File: src/rtl/vga_tile_renderer.sv
// vga_tile_renderer: VGA raster engine that draws a GRID_W x GRID_H cell map
// (BPP bits per cell) through a fixed 4-entry palette onto an 8-bit RGB DAC.
// Pixel timing runs on a clock enable derived from clk_50 (no generated clock).
// Cell addressing uses incremental counters, so no divide or multiply by SCALE.
// The cell map is sampled into a shadow register once per frame, at the end of
// the last active line, so a frame never shows a mix of two maps.
// Video and sync pass through the same two-stage pipeline so they stay aligned.
// Optional feature macro: VGA_TEST_PATTERN_EN adds a test_mode input that
// replaces the picture with eight vertical colour bars.
module vga_tile_renderer #(
  parameter int H_DISPLAY = 640,
  parameter int H_FRONT   = 16,
  parameter int H_SYNC    = 96,
  parameter int H_BACK    = 48,
  parameter int V_DISPLAY = 480,
  parameter int V_FRONT   = 10,
  parameter int V_SYNC    = 2,
  parameter int V_BACK    = 33,
  parameter int GRID_W    = 80,
  parameter int GRID_H    = 24,
  parameter int SCALE_X   = 8,
  parameter int SCALE_Y   = 20,
  parameter int BPP       = 1,
  parameter int CLK_DIV   = 2
) (
  input  logic                           clk_50,
  input  logic                           rst,
  input  logic [GRID_W*GRID_H*BPP-1:0]   game_display,
`ifdef VGA_TEST_PATTERN_EN
  input  logic                           test_mode,
`endif
  output logic                           hsync,
  output logic                           vsync,
  output logic [7:0]                     VGA_R,
  output logic [7:0]                     VGA_G,
  output logic [7:0]                     VGA_B,
  output logic                           VGA_BLANK_N,
  output logic                           VGA_SYNC_N,
  output logic                           VGA_CLK,
  output logic                           frame_start
);

  localparam int H_TOTAL = H_DISPLAY + H_FRONT + H_SYNC + H_BACK;
  localparam int V_TOTAL = V_DISPLAY + V_FRONT + V_SYNC + V_BACK;
  localparam int HW      = $clog2(H_TOTAL + 1);
  localparam int VW      = $clog2(V_TOTAL + 1);
  localparam int DW      = $clog2(CLK_DIV);
  localparam int SXW     = $clog2(SCALE_X + 1);
  localparam int SYW     = $clog2(SCALE_Y + 1);
  localparam int NCELL   = GRID_W * GRID_H;
  localparam int CIW     = $clog2(NCELL);

  localparam logic [HW-1:0]  H_LAST  = HW'(H_TOTAL - 1);
  localparam logic [HW-1:0]  H_ACT   = HW'(H_DISPLAY);
  localparam logic [HW-1:0]  HS_BEG  = HW'(H_DISPLAY + H_FRONT);
  localparam logic [HW-1:0]  HS_END  = HW'(H_DISPLAY + H_FRONT + H_SYNC);
  localparam logic [VW-1:0]  V_LAST  = VW'(V_TOTAL - 1);
  localparam logic [VW-1:0]  V_ACT   = VW'(V_DISPLAY);
  localparam logic [VW-1:0]  V_LATCH = VW'(V_DISPLAY - 1);
  localparam logic [VW-1:0]  VS_BEG  = VW'(V_DISPLAY + V_FRONT);
  localparam logic [VW-1:0]  VS_END  = VW'(V_DISPLAY + V_FRONT + V_SYNC);
  localparam logic [DW-1:0]  DIV_LAST = DW'(CLK_DIV - 1);
  localparam logic [DW-1:0]  DIV_HALF = DW'(CLK_DIV / 2);
  localparam logic [SXW-1:0] SX_LAST = SXW'(SCALE_X - 1);
  localparam logic [SYW-1:0] SY_LAST = SYW'(SCALE_Y - 1);
  localparam logic [HW-1:0]  GX_LIM  = HW'(GRID_W);
  localparam logic [VW-1:0]  GY_LIM  = VW'(GRID_H);
  localparam logic [CIW-1:0] ROW_STEP = CIW'(GRID_W);

  // Timing and addressing state
  logic [DW-1:0]  r_div_cnt;
  logic           r_vga_clk;
  logic [HW-1:0]  r_h;
  logic [VW-1:0]  r_v;
  logic [SXW-1:0] r_sub_x;
  logic [HW-1:0]  r_cell_x;
  logic [SYW-1:0] r_sub_y;
  logic [VW-1:0]  r_cell_y;
  logic [CIW-1:0] r_row_base;   // cell_y * GRID_W, kept incrementally

  // Frame-coherent copy of the cell map
  logic [NCELL*BPP-1:0] r_shadow;
  logic                 r_frame_start;

  // Pipeline stage 1: cell fetch and pre-delay sync state
  logic           r_s1_active;
  logic [BPP-1:0] r_s1_bits;
  logic           r_s1_hs;
  logic           r_s1_vs;

  // Pipeline stage 2: output registers
  logic           r_hsync;
  logic           r_vsync;
  logic           r_blank_n;
  logic [23:0]    r_rgb;

  logic           w_pix_ce;
  logic           w_h_wrap;
  logic           w_v_wrap;
  logic           w_latch;
  logic           w_in_grid;
  logic [CIW-1:0] w_cell_idx;
  logic [BPP-1:0] w_cell_bits;
  logic [BPP-1:0] w_cells [NCELL];
  logic [23:0]    w_rgb;

`ifdef VGA_TEST_PATTERN_EN
  localparam int BAR_W = H_DISPLAY / 8;
  localparam int BWW   = $clog2(BAR_W + 1);
  localparam logic [BWW-1:0] BAR_LAST = BWW'(BAR_W - 1);
  logic [BWW-1:0] r_bar_sub;
  logic [2:0]     r_bar;
  logic [2:0]     r_s1_bar;
`endif

  assign w_pix_ce = (r_div_cnt == DIV_LAST);
  assign w_h_wrap = (r_h == H_LAST);
  assign w_v_wrap = (r_v == V_LAST);
  assign w_latch  = w_pix_ce && w_h_wrap && (r_v == V_LATCH);

  // Clock divider, pixel clock output and raster/cell counters
  always_ff @(posedge clk_50 or posedge rst) begin
    if (rst) begin
      r_div_cnt  <= '0;
      r_vga_clk  <= 1'b0;
      r_h        <= '0;
      r_v        <= '0;
      r_sub_x    <= '0;
      r_cell_x   <= '0;
      r_sub_y    <= '0;
      r_cell_y   <= '0;
      r_row_base <= '0;
`ifdef VGA_TEST_PATTERN_EN
      r_bar_sub  <= '0;
      r_bar      <= '0;
`endif
    end else begin
      r_vga_clk <= (r_div_cnt >= DIV_HALF);
      if (w_pix_ce) r_div_cnt <= '0;
      else          r_div_cnt <= r_div_cnt + 1'b1;
      if (w_pix_ce) begin
        if (w_h_wrap) begin
          r_h      <= '0;
          r_sub_x  <= '0;
          r_cell_x <= '0;
`ifdef VGA_TEST_PATTERN_EN
          r_bar_sub <= '0;
          r_bar     <= '0;
`endif
          if (w_v_wrap) begin
            r_v        <= '0;
            r_sub_y    <= '0;
            r_cell_y   <= '0;
            r_row_base <= '0;
          end else begin
            r_v <= r_v + 1'b1;
            if (r_sub_y == SY_LAST) begin
              r_sub_y    <= '0;
              r_cell_y   <= r_cell_y + 1'b1;
              r_row_base <= r_row_base + ROW_STEP;
            end else begin
              r_sub_y <= r_sub_y + 1'b1;
            end
          end
        end else begin
          r_h <= r_h + 1'b1;
          if (r_sub_x == SX_LAST) begin
            r_sub_x  <= '0;
            r_cell_x <= r_cell_x + 1'b1;
          end else begin
            r_sub_x <= r_sub_x + 1'b1;
          end
`ifdef VGA_TEST_PATTERN_EN
          // Bar index may wrap in blanking; those pixels are forced black.
          if (r_bar_sub == BAR_LAST) begin
            r_bar_sub <= '0;
            r_bar     <= r_bar + 1'b1;
          end else begin
            r_bar_sub <= r_bar_sub + 1'b1;
          end
`endif
        end
      end
    end
  end

  // Shadow load at the end of the last active line, with a one-cycle marker
  always_ff @(posedge clk_50 or posedge rst) begin
    if (rst) begin
      r_shadow      <= '0;
      r_frame_start <= 1'b0;
    end else begin
      r_frame_start <= w_latch;
      if (w_latch) r_shadow <= game_display;
    end
  end

  // View the shadow as an array of cells so the fetch is a plain indexed read
  for (genvar k = 0; k < NCELL; k++) begin : g_cell
    assign w_cells[k] = r_shadow[k*BPP +: BPP];
  end

  // Row base wraps harmlessly below the grid; w_in_grid masks those reads.
  assign w_cell_idx  = r_row_base + CIW'(r_cell_x);
  assign w_in_grid   = (r_cell_x < GX_LIM) && (r_cell_y < GY_LIM);
  assign w_cell_bits = w_cells[w_cell_idx];

  // Stage 1: fetch the cell under the beam and its pre-delay sync/active state
  always_ff @(posedge clk_50 or posedge rst) begin
    if (rst) begin
      r_s1_active <= 1'b0;
      r_s1_bits   <= '0;
      r_s1_hs     <= 1'b1;
      r_s1_vs     <= 1'b1;
`ifdef VGA_TEST_PATTERN_EN
      r_s1_bar    <= '0;
`endif
    end else if (w_pix_ce) begin
      r_s1_active <= (r_h < H_ACT) && (r_v < V_ACT);
      r_s1_bits   <= w_in_grid ? w_cell_bits : '0;
      r_s1_hs     <= !((r_h >= HS_BEG) && (r_h < HS_END));
      r_s1_vs     <= !((r_v >= VS_BEG) && (r_v < VS_END));
`ifdef VGA_TEST_PATTERN_EN
      r_s1_bar    <= r_bar;
`endif
    end
  end

  // Colour selection for stage 2: palette, or colour bars in test mode
  always_comb begin
    w_rgb = 24'h000000;
    case (2'(r_s1_bits))
      2'd0:    w_rgb = 24'h000000;
      2'd1:    w_rgb = 24'hFFFFFF;
      2'd2:    w_rgb = 24'h00FF00;
      default: w_rgb = 24'hFF0000;
    endcase
`ifdef VGA_TEST_PATTERN_EN
    if (test_mode) begin
      case (r_s1_bar)
        3'd0:    w_rgb = 24'hFFFFFF;
        3'd1:    w_rgb = 24'hFFFF00;
        3'd2:    w_rgb = 24'h00FFFF;
        3'd3:    w_rgb = 24'h00FF00;
        3'd4:    w_rgb = 24'hFF00FF;
        3'd5:    w_rgb = 24'hFF0000;
        3'd6:    w_rgb = 24'h0000FF;
        default: w_rgb = 24'h000000;
      endcase
    end
`endif
  end

  // Stage 2: register colour and the delayed sync/blank state
  always_ff @(posedge clk_50 or posedge rst) begin
    if (rst) begin
      r_hsync   <= 1'b1;
      r_vsync   <= 1'b1;
      r_blank_n <= 1'b0;
      r_rgb     <= '0;
    end else if (w_pix_ce) begin
      r_hsync   <= r_s1_hs;
      r_vsync   <= r_s1_vs;
      r_blank_n <= r_s1_active;
      r_rgb     <= r_s1_active ? w_rgb : 24'h000000;
    end
  end

  assign hsync       = r_hsync;
  assign vsync       = r_vsync;
  assign VGA_R       = r_rgb[23:16];
  assign VGA_G       = r_rgb[15:8];
  assign VGA_B       = r_rgb[7:0];
  assign VGA_BLANK_N = r_blank_n;
  assign VGA_SYNC_N  = 1'b0;
  assign VGA_CLK     = r_vga_clk;
  assign frame_start = r_frame_start;

endmodule

File: config.mk
export PLATFORM = sky130hd
export DESIGN_NAME = vga_tile_renderer
export DESIGN_NICKNAME = d
export VERILOG_FILES = /design/src/rtl/vga_tile_renderer.sv
export SDC_FILE = /design/constraint.sdc
export NUM_CORES = 2
export LEC_CHECK = 0
export ABC_AREA = 1
export BUFFER_PORTS_ARGS = -buffer_cell sky130_fd_sc_hd__buf_2
export CAP_MARGIN = 5
export CORE_AREA = 5 5 757 759
export DETAILED_ROUTE_END_ITERATION = 6
export DIE_AREA = 0 0 762 764
export GPL_TIMING_DRIVEN = 0
export PLACE_DENSITY_LB_ADDON = 0.1
export SYNTH_ARGS = -nofsm -noshare
export SYNTH_HDL_FRONTEND = slang
export SYNTH_SLANG_ARGS = --single-unit
File: constraint.sdc
create_clock -name clk_50 -period 158.9 [get_ports clk_50]
set_clock_uncertainty 0.2 [all_clocks]
set_input_delay 15.89 -clock clk_50 [delete_from_list [all_inputs] [get_ports clk_50]]
set_output_delay 15.89 -clock clk_50 [all_outputs]
set_load 0.01 [all_outputs]
==> results.yml <==
clock_network:
  post-cts-setup-buffers: 0
  cts_buffer_depth: 4
  cts.hold.buffers_added: 0
  post_cts.resized_instances: 0
  worstSkewPairLatency_ns: 0.97
  cts_inserted_buffers: 284
  cts.reportedPaths.clkPinSlew_ns: 0.06
  cts_max_level: 5
  cts_root_buf: "sky130_fd_sc_hd__clkbuf_16"
  clkSinkCount: 1987
  clock_tree_from_tritoncts: "yes"
global_route:
  pin_count_of_the_biggest_net_entering_global_routing: 110
  grt_pass1_vias: 101400
  grt.overflow.total: 0
  grt_use_total_pct: 30.90
  grt_antenna_before_repair: 312
  global_route_wire_length_before_repair_mm: 1151
layout:
  share_of_final_layout_standard_cells_stronger_than_drive_strength_1_pct: 20.69
  layout_common_cells: "sky130_fd_sc_hd__nand2_1 (7697), sky130_fd_sc_hd__buf_2 (2091), sky130_fd_sc_hd__dfrtp_1 (1983)"
  layout_commonest_cell: "sky130_fd_sc_hd__nand2_1"
  finish.net_count: 17260
  area_delta_synth_final_pct: 35.95
setup_path:
  crit_top_cell: "sky130_fd_sc_hd__buf_16"
  timing.critical_path.to_type: "asynchronous set/reset pin"
  cp_max_fo: 109
  max_stage_delay_ns: 0.51
  timing.critical_path.arrival_ns: 19.48
  worst-r2r-setup-slack_ns: 152.07
  critPathKind: "primary input to asynchronous set/reset pin"
  critPathSlowestCell: "sky130_fd_sc_hd__buf_16"
  critical_path_cell_by_cell: "buf_2 > inv_8 > buf_16 > buf_16 > buf_16 > buf_16 > buf_16"
  crit_required_ns: 159.68
  crit_path_launch_type: "primary input"
routing:
  avgViaCountPerCell: 4.452
  routed_wl_mm: 931.3
  wl_per_cell_um: 40.19
  final_antenna_net_count: 0
  drcViolationCount: 0
  dr.pass1.iters: 5
  drtIter0Drc: 10910
  dr_total_vias: 103100
pwr:
  max-vdd-ir-drop_mv: 0.006656
  overall_power_w: 0.001224
  power.static_leakage_nw: 63.46
  power_density_nw_per_um2: 9.483
floorplan:
  dieHeight_um: 764
  die_w_um: 762
  core_area_um2: 566300
  num_io_pins: 1952
  die_area_um2: 582200
  floorplan.rows: 277
  effective_utilization_at_floorplan_pct: 16.77
timing:
  rsz0062_at_grt: "false"
  max_slew_margin_pct: -1.132
  report.final.setup_viol: 0
  layout_worst_path_cycle_share_pct: 11.77
  maxSlewViolCount: 12
  finalWorstPathRequiredPeriod_ns: 18.70
  achievable-frequency_mhz: 53.47
  setup_total_negative_slack_ns: 0
  timing_worst_slew_pin_value_ns: 1.517
  finalHoldViolCount: 0
synth:
  mean_cell_area_of_the_mapped_netlist_um2: 7.386
  postSynthNetCount: 14790
  number_of_enable_flip_flop_cells_after_synthesis: 0
  post_synth_main_area_contributors: "sky130_fd_sc_hd__dfrtp_1 (52%), sky130_fd_sc_hd__nand2_1 (30%), sky130_fd_sc_hd__nand3_1 (7.4%), sky130_fd_sc_hd__clkbuf_1 (2.0%), sky130_fd_sc_hd__buf_6 (1.8%)"
  synth_largest_area_cell: "sky130_fd_sc_hd__dfrtp_1"
  ys_dominant_reg_cell: "sky130_fd_sc_hd__dfrtp_1"
  yosysSeqAreaShare_pct: 52.37
  post_synth_num_cell_types: 39
  async_flop_share_pct: 100.0
  synth.top_cell.area_share_pct: 52.26
  yosys_register_bits: 1987
  synth_warnings: 0
  synth_cells: 12860
  synth_area_um2: 94960
status:
  run_status: "finished with violations"
  violated_checks: "max-capacitance violations, max-slew violations"
placed_design:
  placement.io_buffers: 1950
  routabilityCongestion: 0.8746
  hpwlAfterDp_mm: 753.8
run:
  max_cap_viol_count: 1
min_path:
  hold_path.class: "flip-flop to flip-flop"
[registers in the layout (all words and copies together), names as in the netlist]
register,cells
r_shadow,1920
r_cell_x,10
r_cell_y,10
r_h,10
r_v,10
r_row_base,7
r_sub_y,5
r_sub_x,4
VGA_BLANK_N,1
VGA_CLK,1
frame_start,1
hsync,1
r_div_cnt,1
r_rgb,1
r_s1_active,1
r_s1_bits,1
r_s1_hs,1
r_s1_vs,1
vsync,1
[routing by layer]
layer  GRT usage [%]  vias to the layer above  share of wire [%]  wire length [µm]
met1           39.80                    51950                 42            394800
met5               0                        -              0.055               509
li1                -                    45240                  -                 -
met4           10.26                       82                3.9             36780
met3           4.566                     1032                5.7             52790
met2           52.77                     4836                 48            446400
[worst paths after layout]
| kind | end | start | depth (start not counted) |
|---|---|---|---|
| setup / recovery | r_shadow[483] | rst | 7 |
| setup reg to reg | r_s1_bits | r_cell_x[3] | 16 |
| hold / removal | VGA_CLK | r_div_cnt | 0 |
| min in group asynchronous | frame_start | rst | 2 |
| hold reg to reg | VGA_CLK | r_div_cnt | 0 |
| max in group clk_50 | VGA_G[6] | r_rgb[22] | 2 |
[cell type report]
type,count,area [µm²]
fillers,64240,437200
flip-flops and latches,1987,49730
multi-input cells,9825,39740
repair buffers,2177,14680
well taps,7533,9425
clock buffers,434,8437
plain buffers,857,5209
clock inverters,61,894.6
inverters,188,713.2
diodes,108,270.3
[where the power goes]
group / switching [W] / internal (W) / total (W)
sequential: 0 / 0.000506 / 0.000506
combinational: 0.0000319 / 0.0000181 / 0.0000500
clock: 0.000280 / 0.000388 / 0.000668
[worst max-delay path, delay by kind of cell]
kind,cells,cell delay (ns)
buffers and inverters,7,2.82
[kinds of logic after synthesis]
family | Yosys count | share of synthesized area (%)
buffers and inverters | 1045 | 5.819
xor gates and xnor gates | 15 | 0.1384
DFF | 1987 | 52.37
adders and majority gates | 15 | 0.1976
other | 1 | 0.003949
AOI/OAI and AO/OA | 533 | 2.876
and+or+nand+nor | 9261 | 38.60
[stage by stage]
step,hold slack (ns),cells,setup slack (ns),utilization (%),area (µm²)
CTS,0.2727,23060,140.17,22.75,128800
global placement,0.2562,22340,49.79,20.16,114100
finish,0.2618,23170,140.20,22.80,129100
detailed placement,0.2611,22570,139.12,21.10,119500
floorplan,0.1925,12860,86.70,-,94960
global route,0.2799,23090,139.81,22.76,128900
[cells in the mapped netlist, types with 2 or more instances]
cell / number
sky130_fd_sc_hd__buf_4: 54
sky130_fd_sc_hd__o31ai_1: 8
sky130_fd_sc_hd__or2_2: 2
sky130_fd_sc_hd__clkinv_1: 4
sky130_fd_sc_hd__dfrtp_1: 1983
sky130_fd_sc_hd__clkbuf_1: 496
sky130_fd_sc_hd__xor2_1: 14
sky130_fd_sc_hd__and3_1: 2
sky130_fd_sc_hd__nor3_1: 24
sky130_fd_sc_hd__buf_6: 148
sky130_fd_sc_hd__nand2_1: 7697
sky130_fd_sc_hd__nor2_2: 2
sky130_fd_sc_hd__inv_1: 175
sky130_fd_sc_hd__o21ai_0: 244
sky130_fd_sc_hd__inv_2: 9
sky130_fd_sc_hd__a211oi_1: 5
sky130_fd_sc_hd__nor4_1: 7
sky130_fd_sc_hd__nor3b_1: 3
sky130_fd_sc_hd__a21oi_1: 265
sky130_fd_sc_hd__nand4_1: 9
sky130_fd_sc_hd__buf_12: 11
sky130_fd_sc_hd__buf_2: 88
sky130_fd_sc_hd__nand3_1: 1399
sky130_fd_sc_hd__nor2_1: 112
sky130_fd_sc_hd__buf_1: 60
sky130_fd_sc_hd__o21a_1: 2
sky130_fd_sc_hd__ha_1: 15
sky130_fd_sc_hd__dfstp_2: 4
sky130_fd_sc_hd__a21o_1: 5
No activity file was read; power rests on OpenSTA's default activity.
